<file path="src/rtl/instruction_fetch_pkg.sv">
// Shared configuration for the instruction fetch slice: default widths, reset PC,
// buffer depth and the fetch FSM state encoding.
package instruction_fetch_pkg;

  localparam int          INST_WIDTH       = 32;
  localparam logic [31:0] RESET_PC         = 32'h0000_0000;
  localparam int          FETCH_FIFO_DEPTH = 2;

  typedef enum logic [1:0] {
    BOOT = 2'd0,
    RUN  = 2'd1,
    HALT = 2'd2
  } fetch_state_e;

endpackage

</file>
<file path="src/rtl/instruction_fetch_if.sv">
// Bus bundle between fetch, instruction memory, execute (redirects) and decode.
// Handshakes: imem beat transfers when imem_req_o && imem_gnt_i at a rising edge; decoder beat transfers when inst_valid_o && inst_ready_i at a rising edge, and a valid beat holds inst_o/pc_o stable until taken unless a redirect flushes it.
interface instruction_fetch_if #(
  parameter int ADDR_WIDTH = 32,
  parameter int INST_WIDTH = instruction_fetch_pkg::INST_WIDTH
);

  logic                  imem_req_o;
  logic [ADDR_WIDTH-1:0] imem_addr_o;
  logic                  imem_gnt_i;
  logic                  imem_rvalid_i;
  logic [INST_WIDTH-1:0] imem_rdata_i;
  logic                  redirect_i;
  logic [ADDR_WIDTH-1:0] redirect_pc_i;
  logic [INST_WIDTH-1:0] inst_o;
  logic [ADDR_WIDTH-1:0] pc_o;
  logic                  inst_valid_o;
  logic                  inst_ready_i;
  logic                  fetch_err_o;
  instruction_fetch_pkg::fetch_state_e dbg_state;

  modport master (
    output imem_req_o, imem_addr_o, inst_o, pc_o, inst_valid_o, fetch_err_o, dbg_state,
    input  imem_gnt_i, imem_rvalid_i, imem_rdata_i, redirect_i, redirect_pc_i, inst_ready_i
  );

  modport slave (
    input  imem_req_o, imem_addr_o, inst_o, pc_o, inst_valid_o, fetch_err_o, dbg_state,
    output imem_gnt_i, imem_rvalid_i, imem_rdata_i, redirect_i, redirect_pc_i, inst_ready_i
  );

endinterface

</file>
<file path="src/rtl/instruction_fetch_fifo.sv">
// fetch_fifo: small synchronous FIFO of {pc, inst} entries with a flush that
// empties it in one cycle; flush takes priority over push and pop.
module fetch_fifo #(
  parameter int WIDTH = 64,
  parameter int DEPTH = 2
) (
  input  logic                       clk_i,
  input  logic                       rst_i,
  input  logic                       flush,
  input  logic                       push,
  input  logic [WIDTH-1:0]           push_data,
  input  logic                       pop,
  output logic [WIDTH-1:0]           head,
  output logic [$clog2(DEPTH+1)-1:0] count,
  output logic                       empty
);

  localparam int PW = $clog2(DEPTH);
  localparam int CW = $clog2(DEPTH + 1);

  logic [WIDTH-1:0] mem [DEPTH];
  logic [PW-1:0]    wr_ptr;
  logic [PW-1:0]    rd_ptr;
  logic [CW-1:0]    count_q;

  // Pointers wrap naturally because DEPTH is a power of two.
  always_ff @(posedge clk_i) begin
    if (rst_i || flush) begin
      wr_ptr  <= '0;
      rd_ptr  <= '0;
      count_q <= '0;
    end else begin
      if (push) wr_ptr <= wr_ptr + PW'(1);
      if (pop)  rd_ptr <= rd_ptr + PW'(1);
      count_q <= count_q + CW'(push) - CW'(pop);
    end
  end

  always_ff @(posedge clk_i) begin
    if (!rst_i && !flush && push) mem[wr_ptr] <= push_data;
  end

  assign head  = mem[rd_ptr];
  assign count = count_q;
  assign empty = (count_q == '0);

endmodule

</file>
<file path="src/rtl/instruction_fetch.sv">
// Instruction fetch: PC generation, credit-limited imem requests, response buffering
// and redirect flush. Optional misaligned-target halt under IFETCH_ALIGN_CHECK_EN.
module instruction_fetch #(
  parameter int                    INST_WIDTH = instruction_fetch_pkg::INST_WIDTH,
  parameter int                    ADDR_WIDTH = 32,
  parameter logic [ADDR_WIDTH-1:0] RESET_PC   = instruction_fetch_pkg::RESET_PC,
  parameter int                    FIFO_DEPTH = instruction_fetch_pkg::FETCH_FIFO_DEPTH
) (
  input  logic                clk_i,
  input  logic                rst_i,
  instruction_fetch_if.master bus
);

  import instruction_fetch_pkg::fetch_state_e;
  import instruction_fetch_pkg::BOOT;
  import instruction_fetch_pkg::RUN;
  import instruction_fetch_pkg::HALT;

  localparam int CW = $clog2(FIFO_DEPTH + 1);
  localparam int EW = ADDR_WIDTH + INST_WIDTH;

  fetch_state_e          state_q, state_d;
  logic [ADDR_WIDTH-1:0] fetch_pc_q, resp_pc_q, redirect_target;
  logic [CW-1:0]         outstanding_q, discard_q, fifo_count;
  logic [EW-1:0]         fifo_head;
  logic                  fifo_empty;
  logic                  req, valid, fire, resp_take, push, pop;

`ifdef IFETCH_ALIGN_CHECK_EN
  logic target_bad;
  logic err_q;
  assign redirect_target = bus.redirect_pc_i;
  assign target_bad      = bus.redirect_pc_i[1:0] != 2'b00;
`else
  logic [1:0] unused_redirect_lsb;
  assign unused_redirect_lsb = bus.redirect_pc_i[1:0];
  assign redirect_target     = {bus.redirect_pc_i[ADDR_WIDTH-1:2], 2'b00};
`endif

  always_ff @(posedge clk_i) begin
    if (rst_i) state_q <= BOOT;
    else       state_q <= state_d;
  end

  always_comb begin
    state_d = state_q;
    case (state_q)
      BOOT: state_d = RUN;
      RUN, HALT: begin
`ifdef IFETCH_ALIGN_CHECK_EN
        if (bus.redirect_i) state_d = target_bad ? HALT : RUN;
`else
        state_d = RUN;
`endif
      end
      default: state_d = BOOT;
    endcase
  end

  // Credit counts both buffered words and words still in flight, so pushes never overflow.
  always_comb begin
    req   = (state_q == RUN) && !bus.redirect_i &&
            ((int'(fifo_count) + int'(outstanding_q)) < FIFO_DEPTH);
    valid = !fifo_empty && !bus.redirect_i;
  end

  assign fire      = req && bus.imem_gnt_i;
  assign resp_take = bus.imem_rvalid_i && (outstanding_q != '0);
  assign push      = resp_take && (discard_q == '0) && !bus.redirect_i;
  assign pop       = valid && bus.inst_ready_i;

  // A redirect turns every word still in flight into a discard; req is low then, so no new grant.
  always_ff @(posedge clk_i) begin
    if (rst_i) begin
      fetch_pc_q    <= RESET_PC;
      resp_pc_q     <= RESET_PC;
      outstanding_q <= '0;
      discard_q     <= '0;
    end else begin
      outstanding_q <= outstanding_q + CW'(fire) - CW'(resp_take);
      if (bus.redirect_i) begin
        fetch_pc_q <= redirect_target;
        resp_pc_q  <= redirect_target;
        discard_q  <= outstanding_q - CW'(resp_take);
      end else begin
        if (fire) fetch_pc_q <= fetch_pc_q + ADDR_WIDTH'(4);
        if (resp_take) begin
          if (discard_q != '0) discard_q <= discard_q - CW'(1);
          else                 resp_pc_q <= resp_pc_q + ADDR_WIDTH'(4);
        end
      end
    end
  end

`ifdef IFETCH_ALIGN_CHECK_EN
  always_ff @(posedge clk_i) begin
    if (rst_i)               err_q <= 1'b0;
    else if (bus.redirect_i) err_q <= target_bad;
  end
  assign bus.fetch_err_o = err_q;
`else
  assign bus.fetch_err_o = 1'b0;
`endif

  fetch_fifo #(
    .WIDTH (EW),
    .DEPTH (FIFO_DEPTH)
  ) u_fifo (
    .clk_i     (clk_i),
    .rst_i     (rst_i),
    .flush     (bus.redirect_i),
    .push      (push),
    .push_data ({resp_pc_q, bus.imem_rdata_i}),
    .pop       (pop),
    .head      (fifo_head),
    .count     (fifo_count),
    .empty     (fifo_empty)
  );

  assign bus.imem_req_o   = req;
  assign bus.imem_addr_o  = fetch_pc_q;
  assign bus.inst_valid_o = valid;
  assign bus.pc_o         = fifo_head[EW-1:INST_WIDTH];
  assign bus.inst_o       = fifo_head[INST_WIDTH-1:0];
  assign bus.dbg_state    = state_q;

endmodule

</file>
<file path="src/flat_wrapper.sv">
// flat-port wrapper written by rule: the top's interface ports become plain ports
module instruction_fetch_flat import instruction_fetch_pkg::fetch_state_e; import instruction_fetch_pkg::BOOT; import instruction_fetch_pkg::RUN; import instruction_fetch_pkg::HALT;
#(
  parameter int                    INST_WIDTH = instruction_fetch_pkg::INST_WIDTH,
  parameter int                    ADDR_WIDTH = 32,
  parameter logic [ADDR_WIDTH-1:0] RESET_PC   = instruction_fetch_pkg::RESET_PC,
  parameter int                    FIFO_DEPTH = instruction_fetch_pkg::FETCH_FIFO_DEPTH
)
  (clk_i, rst_i, bus_imem_req_o, bus_imem_addr_o, bus_inst_o, bus_pc_o, bus_inst_valid_o, bus_fetch_err_o, bus_dbg_state, bus_imem_gnt_i, bus_imem_rvalid_i, bus_imem_rdata_i, bus_redirect_i, bus_redirect_pc_i, bus_inst_ready_i);
  instruction_fetch_if #(.ADDR_WIDTH(ADDR_WIDTH), .INST_WIDTH(INST_WIDTH)) bus_i ();
  input  logic clk_i;
  input  logic rst_i;
  output wire logic [$bits(bus_i.imem_req_o)-1:0] bus_imem_req_o;
  output wire logic [$bits(bus_i.imem_addr_o)-1:0] bus_imem_addr_o;
  output wire logic [$bits(bus_i.inst_o)-1:0] bus_inst_o;
  output wire logic [$bits(bus_i.pc_o)-1:0] bus_pc_o;
  output wire logic [$bits(bus_i.inst_valid_o)-1:0] bus_inst_valid_o;
  output wire logic [$bits(bus_i.fetch_err_o)-1:0] bus_fetch_err_o;
  output wire logic [$bits(bus_i.dbg_state)-1:0] bus_dbg_state;
  input wire logic [$bits(bus_i.imem_gnt_i)-1:0] bus_imem_gnt_i;
  input wire logic [$bits(bus_i.imem_rvalid_i)-1:0] bus_imem_rvalid_i;
  input wire logic [$bits(bus_i.imem_rdata_i)-1:0] bus_imem_rdata_i;
  input wire logic [$bits(bus_i.redirect_i)-1:0] bus_redirect_i;
  input wire logic [$bits(bus_i.redirect_pc_i)-1:0] bus_redirect_pc_i;
  input wire logic [$bits(bus_i.inst_ready_i)-1:0] bus_inst_ready_i;
  assign bus_imem_req_o = bus_i.imem_req_o;
  assign bus_imem_addr_o = bus_i.imem_addr_o;
  assign bus_inst_o = bus_i.inst_o;
  assign bus_pc_o = bus_i.pc_o;
  assign bus_inst_valid_o = bus_i.inst_valid_o;
  assign bus_fetch_err_o = bus_i.fetch_err_o;
  assign bus_dbg_state = bus_i.dbg_state;
  assign bus_i.imem_gnt_i = bus_imem_gnt_i;
  assign bus_i.imem_rvalid_i = bus_imem_rvalid_i;
  assign bus_i.imem_rdata_i = bus_imem_rdata_i;
  assign bus_i.redirect_i = bus_redirect_i;
  assign bus_i.redirect_pc_i = bus_redirect_pc_i;
  assign bus_i.inst_ready_i = bus_inst_ready_i;
  instruction_fetch #(.INST_WIDTH(INST_WIDTH), .ADDR_WIDTH(ADDR_WIDTH), .RESET_PC(RESET_PC), .FIFO_DEPTH(FIFO_DEPTH)) u_core (.clk_i(clk_i), .rst_i(rst_i), .bus(bus_i));
endmodule
</file>
<file path="config.mk">
export PLATFORM = sky130hd
export DESIGN_NAME = instruction_fetch_flat
export DESIGN_NICKNAME = d
export VERILOG_FILES = /design/src/rtl/instruction_fetch_pkg.sv /design/src/rtl/instruction_fetch_if.sv /design/src/rtl/instruction_fetch_fifo.sv /design/src/rtl/instruction_fetch.sv /design/src/flat_wrapper.sv
export SDC_FILE = /design/constraint.sdc
export NUM_CORES = 1
export LEC_CHECK = 0
export ABC_AREA = 1
export CAP_MARGIN = 20
export CORE_ASPECT_RATIO = 0.7
export CORE_MARGIN = 2
export CORE_UTILIZATION = 48
export CTS_CLUSTER_SIZE = 14
export DETAILED_ROUTE_END_ITERATION = 6
export HOLD_SLACK_MARGIN = 0.05
export PLACE_DENSITY = 0.78
export RECOVER_POWER = 50
export SLEW_MARGIN = 25
export SYNTH_ARGS = -nofsm -noshare
export SYNTH_HDL_FRONTEND = slang
export SYNTH_HIERARCHICAL = 1
export SYNTH_SLANG_ARGS = --single-unit
export TNS_END_PERCENT = 1
</file>
<file path="constraint.sdc">
create_clock -name clk_i -period 7.46 [get_ports clk_i]
set_clock_uncertainty 0.2 [all_clocks]
set_input_delay 1.492 -clock clk_i [delete_from_list [all_inputs] [get_ports clk_i]]
set_output_delay 1.492 -clock clk_i [all_outputs]
set_load 0.02 [all_outputs]
</file>
==> results_dict.tcl <==
set metrics [dict create \
    status "finished with violations" \
    violations "capacitance limit, slew limit" \
    rows 43 \
    rsz0062_at_grt "no" \
    met1_length_um 10500 \
    gp_congestion 0.876 \
    synth_edf_count 128 \
    start_util 0.493 \
    path_depth 7 \
    port_buffers 164 \
    drc 0 \
    overflow 0 \
    setup_violations 0 \
    hold_viol_final 0 \
    grt_use_total 0.213 \
    n_fill_cell 1637 \
    clock-sinks 198 \
    ys_dominant_reg_cell "edfxtp_1" \
    arrival_ns 5.41 \
    final_cell_mix "244 x nand2_1, 128 x edfxtp_1, 117 x inv_1, 100 x clkdlybuf4s50_1, 81 x nand3_1" \
    antenna_cells 0 \
    clk_pin_slew_ns 0.08 \
    antenna_found_initial 0 \
    cp.required_ns 7.59 \
    dpl_cell_area_mm2 0.0116 \
    seq_area_frac_synth 0.533 \
    syn_area_per_cell_um2 9.76 \
    drt-initial-drc-count 670 \
    worstRegToRegCells 10 \
    path_buf_inv 5 \
    synth_area_mm2 0.00984 \
    cp_slowest_cell "clkbuf_1" \
    first_pass_iters 6 \
    grt_pass1_wl_um 35900 \
    finalCriticalPeriod_ns 5.28 \
    powerDensity_mw_per_mm2 205 \
    syn_to_final_growth_pct 23.9 \
    path_delay_family "buffers and inverters" \
    fin_crit_sh 0.708 \
    cts-root-buf "clkbuf_16" \
    wl_per_cell_um 15.9 \
    timing.rr.start "u_core/discard_q[0]$_SDFFE_PP0P_" \
    drive_gt1_frac 0.131 \
    cts.hold.buffers_added 0 \
    crit_path_start "rst_i" \
    max-vdd-ir-drop_v 0.000124 \
    fmax_ghz 0.189 \
    drt_wl_total_um 23100 \
    numCtsBuffers 17 \
    highest_layer "met4" \
    async_flop_share 0 \
    cpMostUsedCell "inv_1" \
    ioPinCount 171 \
    endpoint "u_core/bus.imem_addr_o[13]$_SDFFE_PP0P_" \
    nets 1250 \
    slew_headroom -0.677 \
    path_cells "dlygate4sd3_1, clkbuf_1, inv_1, o21ai_0, inv_1, nand2_1, inv_1" \
    die_height_um 124 \
    core_mm2 0.0200 \
    synth_cells 1009 \
    cts_resized 0 \
    grt_max_degree 65 \
    synth.area.top_cells "edfxtp_1 39%, dfxtp_1 14%, nand2_1 9.3%" \
    yosys_warnings 6 \
    ys_ff_latch 198 \
    cts_tree "built" \
    cp-end-kind "register" \
    tns_ns 0 \
    grt_pass1_vias 6817 \
    startpoint_type "input pin" \
    htree_levels 4 \
    critical_path_class "input pin to register" \
    fin_area_mm2 0.0122 \
    hp-start "u_core/u_fifo/wr_ptr$_SDFFE_PP0P_" \
    r2r_slack_ns 4.45 \
    cts_setup_buffers 0 \
    p_leak_nw 4.65 \
    die_area_mm2 0.0217 \
    clk_latency_ns 0.43 \
    wl_met3_um 1830 \
    num_vias 7541 \
    clockBufferDepth 2 \
    hold_path_class "register to register" \
    die_w_um 175 \
    worstMarginPinSlew_ns 2.51 \
    yosysTopAreaCell "edfxtp_1" \
    ys_types 41 \
    reg2reg_to "u_core/u_fifo/mem[0][7]$_DFFE_PP_" \
    vias_per_cell 5.19 \
    cp_max_fo 45 \
    synthDominantCellAreaShare 0.390 \
    final_common_cell "nand2_1" \
    ant_nets 0 \
    slew_viol_final 46 \
    slowest_delay_ns 1.78 \
    dr_wl_met2_um 10500 \
    dp_hpwl_um 16200 \
    max_cap_violations 1 \
]
==> worst min-delay path by stage <==
stage / depth (start not counted) / end
2_1_floorplan: 2 / u_core/u_fifo/wr_ptr$_SDFFE_PP0P_
3_3_place_gp: 2 / u_core/u_fifo/wr_ptr$_SDFFE_PP0P_
3_5_place_dp: 2 / u_core/u_fifo/wr_ptr$_SDFFE_PP0P_
4_1_cts: 2 / u_core/u_fifo/wr_ptr$_SDFFE_PP0P_
5_1_grt: 2 / u_core/u_fifo/wr_ptr$_SDFFE_PP0P_
6_report: 2 / u_core/u_fifo/wr_ptr$_SDFFE_PP0P_
==> tightest hold or removal path: cells and delay by family, from the launching register on <==
kind	cells	cell delay, ns
AND/OR/NAND/NOR	1	0.06
AO/OA/AOI/OAI	1	0.06
flip-flops	1	0.32
==> cell type report <==
class                   count  area [um2]  share of cell area
repair buffers            171        1700               0.140
clock inverters            15         166              0.0136
well taps                 270         338              0.0277
inverters                 121         454              0.0372
clock buffers              17         425              0.0349
multi-input cells         662        3860               0.317
flip-flops and latches    198        5250               0.430
==> power by group <==
| group | leakage (nW) | switching [mW] | internal, mW | total (mW) |
|---|---|---|---|---|
| sequential | 1.74 | 0.0593 | 1.21 | 1.27 |
| combinational | 2.62 | 0.188 | 0.133 | 0.320 |
| clock | 0.291 | 0.455 | 0.454 | 0.909 |
| total | 4.65 | 0.702 | 1.80 | 2.50 |
==> routing by layer <==
layer / vias up / track usage
li1: 3652 / -
met1: 3558 / 0.303
met2: 309 / 0.332
met3: 22 / 0.0519
met4: 0 / 0.0495
met5: - / 0
==> state kept, by name (all words and copies together), names as in the netlist, named ones only <==
signal,cells
u_core/bus.dbg_state,1
u_core/discard_q,2
u_core/outstanding_q,2
u_core/u_fifo/mem,128
u_core/u_fifo/rd_ptr,1
u_core/bus.imem_addr_o,30
u_core/u_fifo/count,2
u_core/u_fifo/wr_ptr,1
u_core/resp_pc_q,30
==> kinds of logic after synthesis <==
family | Yosys count | share of synthesized area
AO/OA/AOI/OAI | 118 | 0.0663
XOR/XNOR | 11 | 0.00979
adder cells (fa/ha/maj) | 9 | 0.0122
buffers and inverters | 156 | 0.0785
flip-flops | 198 | 0.533
multiplexers | 64 | 0.0961
other | 1 | 0.000381
AND/OR/NAND/NOR | 452 | 0.204
==> cell usage after synthesis, types with 3 or more instances <==
cell type  count
o211ai_1       6
nand3_1       81
mux2_4        60
o21ai_0       33
mux2_2         4
a21oi_1       54
buf_6          5
nor2_4        11
a31oi_1        8
o21bai_1       3
inv_2          4
buf_4          7
ha_1           8
o21ai_1       10
clkbuf_1       9
nand2_2       12
xor2_1         9
buf_2          5
nor2_1        77
nor2_2        13
nand2_1      244
edfxtp_1     128
buf_12         6
and2_1         3
inv_1        117
dfxtp_1       70
==> metrics by stage <==
stage	hold WS [ns]	total power [mW]	worst slack, ns	utilization	cells
after floorplan	0.243	1.49	0.271	-	1016
after global placement	0.252	1.61	2.21	0.581	1421
after detailed placement	0.258	1.62	2.53	0.582	1422
after CTS	0.270	2.53	2.65	0.611	1454
after global routing	0.317	2.60	1.92	0.611	1454
final	0.276	2.50	2.18	0.611	1454
Note: power is estimated with default switching activity, not from simulation.
